[src/rtl/button_digit_counter_pkg.sv]
// Shared constants and step arithmetic for the push-button digit counter.
// Definitions only: no latency, no flow control.
package button_digit_counter_pkg;

    localparam int VALUE_W                = 4;
    localparam int CLKS_PER_MS            = 25000;
    localparam int DEBOUNCE_MS            = 10;
    localparam int DEFAULT_DEBOUNCE_LIMIT = CLKS_PER_MS * DEBOUNCE_MS;

    typedef logic [VALUE_W-1:0] value_t;

    typedef struct packed {
        value_t value;
        logic   wrap;
    } step_t;

    // Opposing requests in the same cycle cancel out.
    function automatic step_t next_step(
        input value_t value,
        input logic   up,
        input logic   down,
        input value_t max_value
    );
        step_t res;
        res.value = value;
        res.wrap  = 1'b0;
        if (up && !down) begin
            if (value == max_value) begin
                res.value = '0;
                res.wrap  = 1'b1;
            end else begin
                res.value = value + 1'b1;
            end
        end else if (down && !up) begin
            if (value == '0) begin
                res.value = max_value;
                res.wrap  = 1'b1;
            end else begin
                res.value = value - 1'b1;
            end
        end
        return res;
    endfunction

endpackage

[src/rtl/button_digit_counter_debounce.sv]
// debounce_filter: 2-flop synchroniser, debounce counter, clean level and one-cycle press pulse.
// Latency: o_press rises DEBOUNCE_LIMIT+2 edges after a stable input is first sampled; no backpressure.
module debounce_filter
    import button_digit_counter_pkg::*;
#(
    parameter int DEBOUNCE_LIMIT = DEFAULT_DEBOUNCE_LIMIT
) (
    input  logic i_clk,
    input  logic i_rst_n,
    input  logic i_switch,
    output logic o_level,
    output logic o_press
);

    localparam int CNT_W = (DEBOUNCE_LIMIT > 2) ? $clog2(DEBOUNCE_LIMIT) : 1;
    localparam logic [CNT_W-1:0] CNT_LAST = CNT_W'(DEBOUNCE_LIMIT - 1);

    logic             sync_meta;
    logic             sync_level;
    logic [CNT_W-1:0] cnt;
    logic             level;
    logic             press;

    always_ff @(posedge i_clk or negedge i_rst_n) begin
        if (!i_rst_n) begin
            sync_meta  <= 1'b0;
            sync_level <= 1'b0;
            cnt        <= '0;
            level      <= 1'b0;
            press      <= 1'b0;
        end else begin
            sync_meta  <= i_switch;
            sync_level <= sync_meta;
            press      <= 1'b0;
            // Any cycle back at the debounced level restarts the count.
            if (sync_level != level) begin
                if (cnt == CNT_LAST) begin
                    level <= sync_level;
                    cnt   <= '0;
                    press <= sync_level;
                end else begin
                    cnt <= cnt + 1'b1;
                end
            end else begin
                cnt <= '0;
            end
        end
    end

    assign o_level = level;
    assign o_press = press;

endmodule

[src/rtl/button_digit_counter.sv]
// Debounced up/down buttons driving a registered 0..MAX_VALUE digit; optional BUTTON_DIGIT_COUNTER_AUTO_REPEAT_EN.
// Latency: o_value moves DEBOUNCE_LIMIT+3 edges after a stable press is first sampled; no backpressure.
module button_digit_counter
    import button_digit_counter_pkg::*;
#(
    parameter int DEBOUNCE_LIMIT = DEFAULT_DEBOUNCE_LIMIT,
    parameter int MAX_VALUE      = 15,
    parameter int REPEAT_DELAY   = 12500000,
    parameter int REPEAT_PERIOD  = 2500000
) (
    input  logic               i_clk,
    input  logic               i_rst_n,
    input  logic               i_switch_up,
    input  logic               i_switch_down,
    output logic [VALUE_W-1:0] o_value,
    output logic               o_wrap
);

    localparam value_t MAX_V = value_t'(MAX_VALUE);

    // Index 0 is the up button, index 1 the down button.
    logic [1:0] level;
    logic [1:0] press;
    logic [1:0] step_req;
    step_t      nxt;

    debounce_filter #(
        .DEBOUNCE_LIMIT(DEBOUNCE_LIMIT)
    ) u_up_filter (
        .i_clk   (i_clk),
        .i_rst_n (i_rst_n),
        .i_switch(i_switch_up),
        .o_level (level[0]),
        .o_press (press[0])
    );

    debounce_filter #(
        .DEBOUNCE_LIMIT(DEBOUNCE_LIMIT)
    ) u_down_filter (
        .i_clk   (i_clk),
        .i_rst_n (i_rst_n),
        .i_switch(i_switch_down),
        .o_level (level[1]),
        .o_press (press[1])
    );

`ifdef BUTTON_DIGIT_COUNTER_AUTO_REPEAT_EN
    localparam int RPT_MAX = (REPEAT_DELAY > REPEAT_PERIOD) ? REPEAT_DELAY : REPEAT_PERIOD;
    localparam int RPT_W   = $clog2(RPT_MAX + 1);

    logic [1:0] rpt;

    for (genvar g = 0; g < 2; g++) begin : g_repeat
        logic [RPT_W-1:0] hold_cnt;
        logic             periodic;
        logic             pulse;
        logic             fire;

        // The count starts on the edge after the level rises, so the first
        // repeat lands REPEAT_DELAY cycles after the press step.
        assign fire = periodic ? (hold_cnt == RPT_W'(REPEAT_PERIOD - 1))
                               : (hold_cnt == RPT_W'(REPEAT_DELAY - 1));

        always_ff @(posedge i_clk or negedge i_rst_n) begin
            if (!i_rst_n) begin
                hold_cnt <= '0;
                periodic <= 1'b0;
                pulse    <= 1'b0;
            end else if (!level[g]) begin
                hold_cnt <= '0;
                periodic <= 1'b0;
                pulse    <= 1'b0;
            end else if (fire) begin
                hold_cnt <= '0;
                periodic <= 1'b1;
                pulse    <= !level[1-g];
            end else begin
                hold_cnt <= hold_cnt + 1'b1;
                pulse    <= 1'b0;
            end
        end

        assign rpt[g] = pulse;
    end

    assign step_req = press | rpt;
`else
    logic unused_repeat_cfg;
    assign unused_repeat_cfg = ^{REPEAT_DELAY[0], REPEAT_PERIOD[0]};
    assign step_req          = press;
`endif

    always_comb begin
        nxt = next_step(o_value, step_req[0], step_req[1], MAX_V);
    end

    always_ff @(posedge i_clk or negedge i_rst_n) begin
        if (!i_rst_n) begin
            o_value <= '0;
            o_wrap  <= 1'b0;
        end else begin
            o_value <= nxt.value;
            o_wrap  <= nxt.wrap;
        end
    end

endmodule

[config.mk]
export PLATFORM = sky130hd
export DESIGN_NAME = button_digit_counter
export DESIGN_NICKNAME = d
export VERILOG_FILES = /design/src/rtl/button_digit_counter_pkg.sv /design/src/rtl/button_digit_counter_debounce.sv /design/src/rtl/button_digit_counter.sv
export SDC_FILE = /design/constraint.sdc
export NUM_CORES = 1
export LEC_CHECK = 0
export ABC_AREA = 1
export BUFFER_PORTS_ARGS = -buffer_cell sky130_fd_sc_hd__buf_2
export CAP_MARGIN = 30
export CORE_ASPECT_RATIO = 2
export CORE_MARGIN = 2
export CORE_UTILIZATION = 60
export CTS_CLUSTER_SIZE = 16
export DETAILED_ROUTE_END_ITERATION = 8
export GPL_TIMING_DRIVEN = 0
export PLACE_DENSITY = 0.77
export RECOVER_POWER = 100
export SKIP_CTS_REPAIR_TIMING = 1
export SLEW_MARGIN = 20
export SYNTH_ARGS = -nofsm -noshare
export SYNTH_HDL_FRONTEND = slang
export SYNTH_SLANG_ARGS = --single-unit
[constraint.sdc]
create_clock -name i_clk -period 3.4 [get_ports i_clk]
set_clock_uncertainty 0.2 [all_clocks]
set_input_delay 0.17 -clock i_clk [delete_from_list [all_inputs] [get_ports i_clk]]
set_output_delay 0.17 -clock i_clk [all_outputs]
set_load 0.03 [all_outputs]
Word level (Yosys, flattened, before mapping)
Cells that the tools add are included.
{"block": "totals", "reg_bits": 49}
{"block": "op_classes", "mux": 14, "reduce_logical": 8, "n_eq_ne": 5, "addsub": 4}
{"operator": "2-to-1 mux 18 bit", "n": 4}
{"operator": "adder 18 x 1 -> 18 bit (second input constant)", "n": 2}
{"operator": "equality test 18 bit (second input constant)", "n": 2}
{"operator": "2-to-1 mux 5 bit", "n": 2}
{"operator": "2-to-1 mux 4 bit", "n": 2}
{"operator": "2-to-1 mux 1 bit", "n": 6}
{"operator": "adder 4 x 1 -> 4 bit (second input constant)", "n": 1}
{"operator": "equality test 4 bit (second input constant)", "n": 1}
{"operator": "logical NOT 4 bit", "n": 1}
{"operator": "AND reduction 2 bit", "n": 2}
{"operator": "subtractor 4 x 1 -> 4 bit (second input constant)", "n": 1}
{"operator": "logical AND 1 bit", "n": 2}
{"operator": "logical NOT 1 bit", "n": 2}
{"operator": "inequality test 1 bit", "n": 2}
{"operator": "nonzero test 2 bit", "n": 1}

Logic depth before layout (Yosys ltp)
{"block": "logic_depth", "ltp_word": 4, "mapped_depth": 10, "mapped_depth_nobuf": 10}

By module
A second synthesis with hierarchy kept.
{"block": "unflattened", "cells_unflattened": 330, "hier_area_um2": 2652.5}
{"module": "debounce_filter", "n_inst": 2, "area_each_um2": 1132.3, "seq_area_each_um2": 550.5, "cells_per_inst": 138}
{"module": "button_digit_counter", "n_inst": 1, "area_each_um2": 387.9, "seq_area_each_um2": 125.1, "cells_per_inst": 54}

Worst setup path before layout
OpenSTA, ideal clock, no wires.
{"block": "synth_timing", "path_kind": "reg2reg", "startpoint": "register o_value[0]", "endpoint": "register o_value[3]", "synth_period_minus_slack_ns": 1.632, "path_slack_ns": 1.768, "t_arrival_ns": 1.315, "required_time_ns": 3.083, "setup_time_ns": 0.117, "stages_incl_launch_ff": 9, "path_cell_list": "dfrtp_1 > inv_1 > ha_1 > a21oi_1 > nand2_1 > nand3_1 > o21ai_0 > nand2_1 > nand2_1"}
{"block": "synth_between", "elab_chain_cells": 4, "elab_cells_between_ends": 8}
{"item": "start, declared", "line_no": "button_digit_counter.sv:15", "rtl": "output logic [VALUE_W-1:0] o_value,"}
{"item": "start signal, assigned", "line_no": "button_digit_counter.sv:102", "rtl": "o_value <= nxt.value;"}
{"item": "subtractor 4 x 1 -> 4 bit or logical NOT 4 bit (tied branches)", "line_no": "button_digit_counter_pkg.sv:39, button_digit_counter_pkg.sv:35"}
{"item": "2-to-1 mux 4 bit", "line_no": "button_digit_counter_pkg.sv:35", "rtl": "if (value == '0) begin"}
{"item": "2-to-1 mux 5 bit", "line_no": "button_digit_counter_pkg.sv:34", "rtl": "end else if (down && !up) begin"}
{"item": "2-to-1 mux 5 bit *", "line_no": "button_digit_counter_pkg.sv:27", "rtl": "if (up && !down) begin"}
Mark *: on every way between the ends. The rest lies on a longest branch, timed or not. The select of a mux whose other input is x is not followed.
A chain may end at the register's enable or synchronous reset.

Worst setup path in the final report
{"block": "layout_timing", "startpoint": "register u_down_filter.cnt[0]", "endpoint": "register u_down_filter.cnt[12]"}
{"block": "layout_between", "elab_chain_cells": 3, "elab_cells_between_ends": 4}
{"item": "start, declared", "line_no": "button_digit_counter_debounce.sv:20", "rtl": "logic [CNT_W-1:0] cnt;"}
{"item": "start signal, assigned", "line_no": "button_digit_counter_debounce.sv:42", "rtl": "cnt <= cnt + 1'b1;"}
{"item": "adder 18 x 1 -> 18 bit or equality test 18 bit (tied branches)", "line_no": "button_digit_counter_debounce.sv:42, button_digit_counter_debounce.sv:37"}
{"item": "2-to-1 mux 18 bit *", "line_no": "button_digit_counter_debounce.sv:37", "rtl": "if (cnt == CNT_LAST) begin"}
{"item": "2-to-1 mux 18 bit *", "line_no": "button_digit_counter_debounce.sv:36", "rtl": "if (sync_level != level) begin"}
Mark *: on every way between the ends. The rest lies on a longest branch, timed or not.

==> impl_metrics.csv <==
group,metric,value,unit
place,pre_cts_ws,1.74,ns
drt,drt_pass1_iterations,4,
place,dp_hpwl,4000,microns
worst_setup_path,regToRegSetupSlack,1.34,ns
worst_setup_path,required,3.38,ns
floorplan,core,4510,sq um
global_routing,grt_util_all_layers,23.8,%
sta,hold_viol,0,
worst_setup_path,worst-path-stages,8,
worst_setup_path,criticalPathCategory,"register to register",
pwr,p_leak,1.34,nW
floorplan,initial_utilization,61.6,%
global_routing,gr-usage-met3,3.13,%
sta,timing.final.ws_setup,1.34,ns
sta,fmax,486,MHz
pwr,ir_drop,485,uV
finish,fillers,386,
sta,relSlewSlack,-11.5,%
place,place.gp.congestion,0.978,
finish,drive_gt1_share,10.3,%
clock_tree,tritoncts,"done",
pwr,p_per_area,337,nW/um^2
outcome,status,"finished, violations left",
floorplan,die_h,100,microns
worst_setup_path,worst-path-buf-inv,0,
synthesis,syn-cell-area,2780,sq um
worst_setup_path,critPathTopFamily,"simple AND/OR/NAND/NOR gates",
sta,fin_crit_sh,60.5,%
drt,vias,2231,
synthesis,synth_top_cell_by_area,"dfrtp_1",
finish,layout.nets,379,
synthesis,syn_avg_cell_area,7.94,sq um
global_routing,grtUsageMet1,31.8,%
synthesis,synthTopCellsByArea,"dfrtp_1 44%, nand2_1 9.9%, nor2_1 8.9%",
sta,maxSlewViolCount,29,
worst_setup_path,critPathMaxStageDelay,0.42,ns
global_routing,grt_max_degree,30,
sta,tns,0,ns
drt,drt_iter0_drc,66,
worst_setup_path,reg2reg_depth,8,
worst_setup_path,worstReg2RegStart,"u_down_filter.cnt[0]$_DFF_PN0_",
clock_tree,path_clk_slew,0.09,ns
outcome,violations,"max-capacitance violations, max-slew violations",
floorplan,dieWidth,52.1,microns
clock_tree,root_buffer,"clkbuf_8",
clock_tree,htree_levels,2,
drt,postRouteAntennaNets,0,
finish,diodes,0,
drt,wl,5450,microns
worst_setup_path,cpMaxStageDelayCell,"dfrtp_1",
clock_tree,cts.sinks,49,
floorplan,io_pins,9,
sta,period_needed,2.06,ns
hold_path,hold_path_class,"register to register",
finish,post-route-util,66.1,%
synthesis,synth-seq-cells,49,
floorplan,dieArea,5220,sq um
synthesis,netlist_instances,350,
global_routing,antenna_found_initial,0,
global_routing,gr-usage-met2,39.9,%
global_routing,grt_pass1_vias,2142,
drt,drc,0,
floorplan,fp-row-count,35,
worst_setup_path,crit_path_cell_trace,"ha_1, nand2_1, nor2_1, nand2_2, nor2_1, nand2_4, nand2_1, nor2_2",
sta,setup_violations,0,
drt,avgViaCountPerCell,5.25,
synthesis,ys_types,35,
job,max-cap-violations,1,
place,port_buffers,8,
clock_tree,clk_latency,0.29,ns
synthesis,synth_nets,360,
sta,worstMarginPinSlew,1.67,ns
synthesis,synth_seq_area_share,44.1,%
clock_tree,clk_path_buf_depth,2,
synthesis,synth_top_area_share,44.1,%
finish,area_growth,7.25,%
global_routing,grt_first_pass_wirelength,9450,microns
sta,rsz0062_at_grt,"false",
worst_setup_path,startpoint,"u_down_filter.cnt[0]$_DFF_PN0_",
global_routing,busiest_layer,"met2",
worst_setup_path,cp-start-kind,"register",
global_routing,grt_remaining_overflow,0,
worst_setup_path,crit_path_end,"u_down_filter.cnt[12]$_DFF_PN0_",
worst_setup_path,crit-reg2reg-capture,"u_down_filter.cnt[12]$_DFF_PN0_",
drt,wl_per_cell,12.8,microns
hold_path,hold_depth,0,
synthesis,ys_warn_count,0,
worst_setup_path,crit_fanout,7,
worst_setup_path,end_kind,"register",
clock_tree,cts_buffers,5,
worst_setup_path,worstPathArrival,2.04,ns
cell usage after synthesis (all sizes together):
master  instances
nand3          23
or2             1
o211ai          1
o21bai          1
nor2           81
nand4          11
o21ai          10
xnor2           4
o22ai           1
clkinv          1
nor3b           1
dfrtp          49
nand3b          2
nand2          79
nor3           13
and2            1
a21oi           7
inv            42
a31oi           2
ha              6
a22oi           1
xor2           13
cells in the final DEF, fill, tap and decap left out, types with 2 or more instances in the layout:
cell type       n
xnor2_1         4
dfrtp_1        49
nand2_1        75
nor2_1         72
ha_1            6
a21oi_1         6
nand4_1        11
inv_2           4
nand3_1        19
xor2_1         13
nor3_4          2
o21ai_0         8
dlygate4sd3_1   3
inv_1          38
a31oi_1         2
nand3b_1        2
clkbuf_1        6
clkbuf_8        7
nor2_2          8
buf_2           2
nand2_2         3
nor3_1         10
nand3_2         4
routing by layer:
metal	vias to the layer above	wire length [microns]
met3	2	152
met2	38	2830
met4	0	45
li1	1144	-
met1	1047	2420
met5	-	0
area by class of cell:
type                       instances  area [sq um]  area share [%]
clock inverter                     1          5.00           0.168
multi-input combinational        258          1330            44.7
sequential                        49          1230            41.1
tap                               55          68.8            2.31
clock buffer                       7          96.3            3.23
inverter                          43           161            5.42
timing repair buffer              12          90.1            3.02
worst reg2reg max path, cell delays in order, from the launching register on:
cell	delay, ns
dfrtp_1	0.42
ha_1	0.21
nand2_1	0.10
nor2_1	0.25
nand2_2	0.08
nor2_1	0.22
nand2_4	0.09
nand2_1	0.32
nor2_2	0.07
where the power goes:
| part | total (mW) | internal, mW | switching, mW |
|---|---|---|---|
| clock network | 0.366 | 0.184 | 0.182 |
| registers | 0.597 | 0.590 | 0.00710 |
| logic | 0.0418 | 0.0139 | 0.0280 |
how the worst min path moves through the flow:
stage	start	to	slack, ns
after CTS	i_rst_n	o_value[3]$_DFFE_PN0P_	-0.27
after floorplan	i_rst_n	o_value[0]$_DFFE_PN0P_	-0.33
after global routing	u_up_filter.sync_meta$_DFF_PN0_	u_up_filter.sync_level$_DFF_PN0_	0.16
after detailed placement	i_rst_n	u_up_filter.cnt[13]$_DFF_PN0_	0.05
after global placement	i_switch_up	u_up_filter.sync_meta$_DFF_PN0_	0.08
final	u_up_filter.sync_meta$_DFF_PN0_	u_up_filter.sync_level$_DFF_PN0_	0.15
registers in the layout (all words and copies together) (netlist names):
| signal | cells |
|---|---|
| u_down_filter.cnt | 18 |
| u_up_filter.cnt | 18 |
| o_value | 4 |
| o_wrap | 1 |
| u_down_filter.o_level | 1 |
| u_down_filter.o_press | 1 |
| u_down_filter.sync_level | 1 |
| u_down_filter.sync_meta | 1 |
| u_up_filter.o_level | 1 |
| u_up_filter.o_press | 1 |
| u_up_filter.sync_level | 1 |
| u_up_filter.sync_meta | 1 |
metrics by stage:
step / total power, mW / hold slack [ns] / cells / area [sq um]
floorplan: 0.629 / -0.326 / 350 / 2780
global placement: 0.647 / 0.0784 / 413 / 2890
detailed placement: 0.653 / 0.0547 / 414 / 2920
CTS: 1.03 / -0.273 / 422 / 3020
global route: 1.05 / 0.164 / 425 / 2980
finish: 1.00 / 0.152 / 425 / 2980
cell families (layout without fill, tap and decap cells):
logic type	after synthesis	count (layout)	synth area share, %
AND/OR/NAND/NOR	212	212	36.7
flip-flops	49	49	44.1
buffers and inverters	43	63	5.81
AO/OA/AOI/OAI	23	23	4.82
XOR/XNOR	17	17	5.90
adder cells (fa/ha/maj)	6	6	2.70
No activity file was read; power rests on OpenSTA's default activity.
